File: src/rtl/vga_pattern_engine.sv
`default_nettype none
// ============================================================================
// Module   : vga_pattern_engine
// Summary  : Parametrised VGA timing generator with an animated pattern source.
//            Optional macro VGA_DITHER_EN adds 2x2 ordered dither before truncation.
// Revision : 1.0 - initial release
// ============================================================================
module vga_pattern_engine #(
    parameter int H_DISPLAY  = 640,
    parameter int H_FRONT    = 16,
    parameter int H_SYNC     = 96,
    parameter int H_BACK     = 48,
    parameter int V_DISPLAY  = 480,
    parameter int V_FRONT    = 10,
    parameter int V_SYNC     = 2,
    parameter int V_BACK     = 33,
    parameter int COLOR_BITS = 2,
    parameter int SPEED_W    = 4
) (
    input  logic                  clk,
    input  logic                  reset,
    input  logic [1:0]            mode_in,
    input  logic [SPEED_W-1:0]    speed_in,
    output logic                  hsync,
    output logic                  vsync,
    output logic                  display_on,
    output logic [9:0]            hpos,
    output logic [9:0]            vpos,
    output logic [COLOR_BITS-1:0] red,
    output logic [COLOR_BITS-1:0] green,
    output logic [COLOR_BITS-1:0] blue,
    output logic                  frame_tick
);

    localparam logic [9:0] c_H_DISP   = 10'(H_DISPLAY);
    localparam logic [9:0] c_HS_FIRST = 10'(H_DISPLAY + H_FRONT);
    localparam logic [9:0] c_HS_LAST  = 10'(H_DISPLAY + H_FRONT + H_SYNC - 1);
    localparam logic [9:0] c_H_LAST   = 10'(H_DISPLAY + H_FRONT + H_SYNC + H_BACK - 1);
    localparam logic [9:0] c_V_DISP   = 10'(V_DISPLAY);
    localparam logic [9:0] c_VS_FIRST = 10'(V_DISPLAY + V_FRONT);
    localparam logic [9:0] c_VS_LAST  = 10'(V_DISPLAY + V_FRONT + V_SYNC - 1);
    localparam logic [9:0] c_V_LAST   = 10'(V_DISPLAY + V_FRONT + V_SYNC + V_BACK - 1);
    localparam int         c_DROP     = 4 - COLOR_BITS;

    logic [9:0]         r_hc;
    logic [9:0]         r_vc;
    logic [9:0]         r_anim;
    logic [1:0]         r_mode_sh;
    logic [SPEED_W-1:0] r_speed_sh;

    logic       w_last;
    logic       w_display;
    logic       w_hsync_n;
    logic       w_vsync_n;
    logic [9:0] w_s;
    logic [3:0] w_bar;
    logic       w_chk;
    logic [3:0] w_r4, w_g4, w_b4;
    logic [3:0] w_rd, w_gd, w_bd;
    logic       w_unused;

    assign w_last    = (r_hc == c_H_LAST) && (r_vc == c_V_LAST);
    assign w_display = (r_hc < c_H_DISP) && (r_vc < c_V_DISP);
    assign w_hsync_n = !((r_hc >= c_HS_FIRST) && (r_hc <= c_HS_LAST));
    assign w_vsync_n = !((r_vc >= c_VS_FIRST) && (r_vc <= c_VS_LAST));

    assign w_s   = r_hc * r_hc + r_vc * r_vc + r_anim;
    assign w_bar = r_hc[9:6] + r_anim[9:6];
    assign w_chk = r_hc[5] ^ r_vc[5] ^ r_anim[5];

    always_comb begin
        w_r4 = 4'h0;
        w_g4 = 4'h0;
        w_b4 = 4'h0;
        case (r_mode_sh)
            2'd0: begin
                w_r4 = w_s[7:4];
                w_g4 = w_s[8:5];
                w_b4 = w_s[9:6];
            end
            2'd1: begin
                w_r4 = w_bar;
                w_g4 = ~w_bar;
                w_b4 = r_vc[8:5];
            end
            2'd2: begin
                w_r4 = {4{w_chk}};
                w_g4 = {4{w_chk}};
                w_b4 = {4{w_chk}};
            end
            default: begin
                w_r4 = r_anim[9:6];
                w_g4 = r_anim[8:5];
                w_b4 = r_anim[7:4];
            end
        endcase
    end

`ifdef VGA_DITHER_EN
    logic [1:0] w_bayer;
    logic [2:0] w_thr;

    // Threshold is scaled to the number of bits truncation will discard
    assign w_bayer = {r_hc[0] ^ r_vc[0], r_vc[0]};
    generate
        if (c_DROP == 3) begin : g_thr_d3
            assign w_thr = {w_bayer, 1'b0};
        end else begin : g_thr_d012
            assign w_thr = {1'b0, w_bayer >> (2 - c_DROP)};
        end
    endgenerate

    function automatic logic [3:0] f_sat_add(input logic [3:0] c, input logic [2:0] t);
        logic [4:0] sum;
        sum = {1'b0, c} + {2'b00, t};
        return sum[4] ? 4'hF : sum[3:0];
    endfunction

    assign w_rd = f_sat_add(w_r4, w_thr);
    assign w_gd = f_sat_add(w_g4, w_thr);
    assign w_bd = f_sat_add(w_b4, w_thr);
`else
    assign w_rd = w_r4;
    assign w_gd = w_g4;
    assign w_bd = w_b4;
`endif

    assign w_unused = &{1'b0, w_s[3:0], w_rd, w_gd, w_bd};

    // Mode and speed are only sampled on the last pixel so a frame never mixes patterns
    always_ff @(posedge clk) begin
        if (reset) begin
            r_hc       <= '0;
            r_vc       <= '0;
            r_anim     <= '0;
            r_mode_sh  <= '0;
            r_speed_sh <= '0;
            hsync      <= 1'b1;
            vsync      <= 1'b1;
            display_on <= 1'b0;
            hpos       <= '0;
            vpos       <= '0;
            red        <= '0;
            green      <= '0;
            blue       <= '0;
            frame_tick <= 1'b0;
        end else begin
            if (r_hc == c_H_LAST) begin
                r_hc <= '0;
                r_vc <= (r_vc == c_V_LAST) ? 10'd0 : r_vc + 10'd1;
            end else begin
                r_hc <= r_hc + 10'd1;
            end
            if (w_last) begin
                r_anim     <= r_anim + 10'(r_speed_sh);
                r_mode_sh  <= mode_in;
                r_speed_sh <= speed_in;
            end
            hsync      <= w_hsync_n;
            vsync      <= w_vsync_n;
            display_on <= w_display;
            hpos       <= r_hc;
            vpos       <= r_vc;
            red        <= w_display ? w_rd[3 -: COLOR_BITS] : '0;
            green      <= w_display ? w_gd[3 -: COLOR_BITS] : '0;
            blue       <= w_display ? w_bd[3 -: COLOR_BITS] : '0;
            frame_tick <= w_last;
        end
    end

endmodule
`default_nettype wire

File: config.mk
export PLATFORM = sky130hd
export DESIGN_NAME = vga_pattern_engine
export DESIGN_NICKNAME = d
export VERILOG_FILES = /design/src/rtl/vga_pattern_engine.sv
export SDC_FILE = /design/constraint.sdc
export NUM_CORES = 1
export LEC_CHECK = 0
export BUFFER_PORTS_ARGS = -buffer_cell sky130_fd_sc_hd__clkbuf_2
export CORE_MARGIN = 3
export CORE_UTILIZATION = 45
export CTS_CLUSTER_SIZE = 12
export DETAILED_ROUTE_END_ITERATION = 7
export REMOVE_ABC_BUFFERS = 1
export SLEW_MARGIN = 30
export SYNTH_ARGS = -nofsm -noshare
export SYNTH_HDL_FRONTEND = slang
export SYNTH_SLANG_ARGS = --single-unit
File: constraint.sdc
create_clock -name clk -period 15.7 [get_ports clk]
set_input_delay 4.71 -clock clk [delete_from_list [all_inputs] [get_ports clk]]
set_output_delay 4.71 -clock clk [all_outputs]
set_load 0.02 [all_outputs]
## Yosys cells after proc, flatten, opt, wreduce, memory -nomap -nowiden

Index checks and enable logic that the tools add are counted.

| word-level totals | value |
|---|---|
| output and inout bits | 30 |
| logic and storage cells | 49 |
| register bits | 66 |
| input port bits | 8 |

| operators by class | value |
|---|---|
| reduce and logical (&&, ||, !) cells | 9 |
| bitwise gates (word level) | 4 |
| mux-type cells | 4 |
| $add $sub $neg | 6 |
| equal/unequal tests | 4 |
| multipliers | 2 |
| order comparisons | 6 |

Operators by type and width:

| kind | count |
|---|---|
| 4-bit case mux with 3 select lines | 3 |
| 10-bit by 1-bit adder with 10-bit output, second input constant | 2 |
| 10-bit adder | 2 |
| 10-bit == test, second input constant | 2 |
| 10-bit by 10-bit multiplier with 10-bit output | 2 |
| 10-bit by 4-bit adder with 10-bit output | 1 |
| 10-bit >= comparator, second input constant | 1 |
| 10-bit by 9-bit >= comparator with 1-bit output, second input constant | 1 |
| 10-bit <= comparator, second input constant | 1 |
| 10-bit by 9-bit <= comparator with 1-bit output, second input constant | 1 |
| 10-bit < comparator, second input constant | 1 |
| 10-bit by 9-bit < comparator with 1-bit output, second input constant | 1 |
| 10-bit two-way mux | 1 |
| 4-bit adder | 1 |
| 1-bit logical AND | 4 |
| 4-bit NOT | 1 |
| 2-bit OR reduction | 2 |
| 2-bit by 1-bit == test with 1-bit output, second input constant | 1 |
| 2-bit == test, second input constant | 1 |
| 1-bit zero test | 2 |
| 2-bit zero test | 1 |
| 1-bit bitwise XOR | 2 |
| 1-bit NOT | 1 |

## Depth between registers and ports, before layout

| depth | value |
|---|---|
| depth in word-level cells | 4 |
| mapped depth | 21 |

## Worst setup path after synthesis

OpenSTA, ideal clock, no wires.

| timing | value |
|---|---|
| path kind | reg2reg |
| from | reg r_vc[5] |
| to | reg green[0] |
| data arrival time | 5.490 ns |
| path slack | 10.078 ns |
| stages on the path, launching flop included | 22 |
| library setup time | 0.132 ns |
| data required time | 15.568 ns |
| path buffers | 1 |
| cell sequence | dfxtp_1 -> clkbuf_1 -> nand2_1 -> inv_1 -> fa_1 -> inv_1 -> fa_1 -> inv_1 -> ha_1 -> fa_1 -> fa_1 -> fa_1 -> inv_1 -> fa_1 -> inv_1 -> ha_1 -> inv_1 -> a221oi_1 -> o21ai_0 -> a311o_1 -> nand2_1 -> a21oi_1 |

| between the ends | value |
|---|---|
| cells in the longest elaborated chain, start to end | 4 |
| elaborated cells on any way between the ends | 10 |

RTL lines:

| item | line | source |
|---|---|---|
| from (decl) | 46 | `logic [9:0] r_vc;` |
| from (signal assigned) | 150 | `r_vc <= (r_vc == c_V_LAST) ? 10'd0 : r_vc + 10'd1;` |
| 10-bit by 10-bit multiplier with 10-bit output / 10-bit by 9-bit < comparator with 1-bit output (equally long branches) | 67, 63 |  |
| 10-bit adder / 1-bit logical AND (equally long branches) | 67, 63 |  |
| 10-bit adder / 1-bit NOT (equally long branches) | - |  |
| 4-bit case mux with 3 select lines / 2-bit OR reduction (equally long branches) | - |  |
| to (signal assigned) | 165 | `green <= w_display ? w_gd[3 -: COLOR_BITS] : '0;` |
| to (decl) | 30 | `output logic [COLOR_BITS-1:0] green,` |

Several ways; a longest one is shown, not always the timed one.
A chain may end at the register's enable or synchronous reset.

## Final worst setup path

| timing | value |
|---|---|
| from | reg r_hc[1] |
| to | reg green[0] |

| between the ends | value |
|---|---|
| cells in the longest elaborated chain, start to end | 4 |
| elaborated cells on any way between the ends | 8 |

RTL lines:

| item | line | source |
|---|---|---|
| from (decl) | 45 | `logic [9:0] r_hc;` |
| from (signal assigned) | 152 | `r_hc <= r_hc + 10'd1;` |
| 10-bit by 10-bit multiplier with 10-bit output / 10-bit < comparator (equally long branches) | 67, 63 |  |
| 10-bit adder / 1-bit logical AND (equally long branches) | 67, 63 |  |
| 10-bit adder / 1-bit NOT (equally long branches) | - |  |
| 4-bit case mux with 3 select lines / 2-bit OR reduction (equally long branches) | - |  |

Several ways; a longest one is shown, not always the timed one.

==> metrics.cfg <==
[clocking]
cts_hold_buf = 0
clock_sinks = 66
cts_tree = built
clk_latency_ns = 0.34
ctsResizeCount = 0
cts_setup_buffers = 0
clockRootBuffer = clkbuf_16
clk_path_buf_depth = 2
h-tree-depth = 3
clk_pin_slew_ns = 0.06
numCtsBuffers = 9

[layout]
area_delta_synth_final_pct = 11.00
layout_common_cells = inv_1, dfxtp_1, fa_1
num_antenna_cells = 0
drive_above_1_share_pct = 10.28
finalNetCount = 712
utilization_pct = 52.21
mostFrequentLayoutCell = inv_1

[critical_path]
required_ns = 15.90
cp.arrival_ns = 6.26
end_kind = flop
r2r-start = r_hc[1]
crit_chain = nand2_1 -> inv_1 -> fa_1 -> ha_1 -> inv_1 -> fa_1 -> fa_1 -> inv_1 -> fa_1 -> fa_1 -> inv_1 -> fa_1 -> inv_1 -> ha_1 -> o21ai_0 -> a221oi_1 -> o21ai_0 -> a311o_1 -> nand2_1 -> a21oi_1
max_stage_delay_ns = 0.60
cp_slowest_cell = a221oi_1
worst-setup-path-type = flop to flop
cpMostUsedCell = fa_1
critPathLaunchType = flop
critPathLaunch = r_hc[1]
critical_path_peak_fanout = 11

[hold_path]
hold_path.class = flop to flop
min_from = r_speed_sh[3]

[global_routing]
grt_pass1_vias = 3938
grt_pass1_wl_um = 19330
antenna_found_initial = 0
overflow = 0
grt_usage_pct = 19.12
grt_max_degree = 45

[die]
io_pins = 38
start_util_pct = 47.04
floorplan.die.width_um = 113.6
fp.dieH_um = 113.6
core_area_mm2 = 0.01108
rows = 38
die_area_mm2 = 0.01291

[synthesis]
syn_area_mm2 = 0.005211
synth_top_area_share_pct = 25.35
ys.flop_type = dfxtp_1
async_flop_share_pct = 0
ys_seq_elements = 66
synth_area_leaders = dfxtp_1, fa_1, ha_1
ys_seq_area_share_pct = 25.35
yosys_warnings = 0
synthDistinctLibCells = 46
synth_edf_count = 0
syn-instance-count = 573
yosysTopAreaCell = dfxtp_1
avgSynthCellArea_um2 = 9.095

[pwr]
powerDensity_mw_per_mm2 = 69.88
ir_drop_uv = 57.23
leakage_nw = 2.829

[sta]
clock_skew_ns = 0.004546
hold_violations = 0
period_share_pct = 38.58
setup-tns-final_ns = 0
worstMarginPinSlew_ns = 0.8112
period_minus_slack_ns = 6.056
setup_viol_count_final = 0
hold_slack_ns = 0.5000
maxSlewViolCount = 0
max_freq_ghz = 0.1651
grt_setup_unrepaired = no
slew_headroom_pct = 45.92

[run]
drv_cap = 0

[detailed_routing]
ant_nets = 0
drt_first_pass_iters = 4
finalWirelength_um = 11030
drc_errors = 0
vias = 3677
drtIter0Drc = 156
vias_per_cell = 4.949
wire_per_inst_um = 14.84

[placed_design]
port_buffers = 37
globalplace.congestion = 0.8261
dp_hpwl_um = 8671

[outcome]
status = completed

critical path, delay by kind of cell (launching register included):
family,cells,cell delay [ns]
fa+ha+maj,8,3.37
simple gates,2,0.29
compound gates,5,1.34
buf+inv,5,0.34
flops,1,0.57
routing by layer:
| metal | global-route usage [%] | vias up | share of wire, % |
|---|---|---|---|
| met1 | 26.03 | 1769 | 48 |
| li1 | - | 1825 | - |
| met4 | 5.849 | 0 | 1.9 |
| met3 | 4.085 | 18 | 4.0 |
| met5 | 0 | - | 0 |
| met2 | 30.66 | 65 | 47 |
cell usage after synthesis (2+ instances only):
master    number
or2_2          3
or3_1          8
nor4_1         2
and2_1        16
clkbuf_1      19
nand4_1        3
nor2b_1       18
a221oi_1       2
nand2b_1       2
fa_1          55
xnor3_1        3
and3_1         4
mux2i_1        8
xnor2_1       27
dfxtp_1       66
nand3_1        6
o21ai_0       16
a22oi_1        2
nor3_1         6
nand2_1       42
xor2_1        11
inv_1        110
nor2_1        52
ha_1          51
a21oi_1       17
a21o_1         4
cell families (layout without fill, tap and decap cells):
family,Yosys count,count (layout),share of synthesized area (%)
and+or+nand+nor,170,170,16.23
buffers and inverters,133,163,10.13
muxes,9,9,1.753
xor gates and xnor gates,41,41,7.683
AOI/OAI and AO/OA,48,48,5.475
DFF,66,66,25.35
adders and majority gates,106,106,33.37
flip-flops by register name, indices dropped and copies added (netlist names), 4 cells and up:
signal      cells
r_hc           10
r_speed_sh      4
r_vc           10
vpos           10
hpos           10
r_anim         10
cell type report:
class	instances	area, um^2
clock buffers	10	239.0
repair buffers	37	185.2
clock inverters	6	88.84
flip-flops and latches	66	1321
well taps	140	175.2
multi-input cells	374	3362
fillers	1035	5294
inverters	110	412.9
where the power goes:
part           total (mW)  switching (mW)  internal [mW]
registers           0.171         0.00253          0.169
logic              0.0116         0.00736        0.00421
clock network       0.221          0.0779          0.143
total               0.404          0.0878          0.316
metrics by stage:
stage	cell area (um^2)	instances	total power, mW	setup slack (ns)
final	5784	743	0.4042	9.644
after global routing	5784	743	0.4170	9.296
after CTS	5784	743	0.4101	9.639
after detailed placement	5456	727	0.1865	9.397
after global placement	5456	727	0.1861	9.472
after floorplan	5096	550	0.1806	10.18
final timing paths:
kind / endpoint / slack (ns) / depth (start not counted)
worst max register to register: green[0] / 9.64 / 20
worst min register to register: r_speed_sh[3] / 0.50 / 2
worst max-delay path: green[0] / 9.64 / 20
worst min-delay path: r_speed_sh[3] / 0.50 / 2
Power figures use the tool's default switching activity.
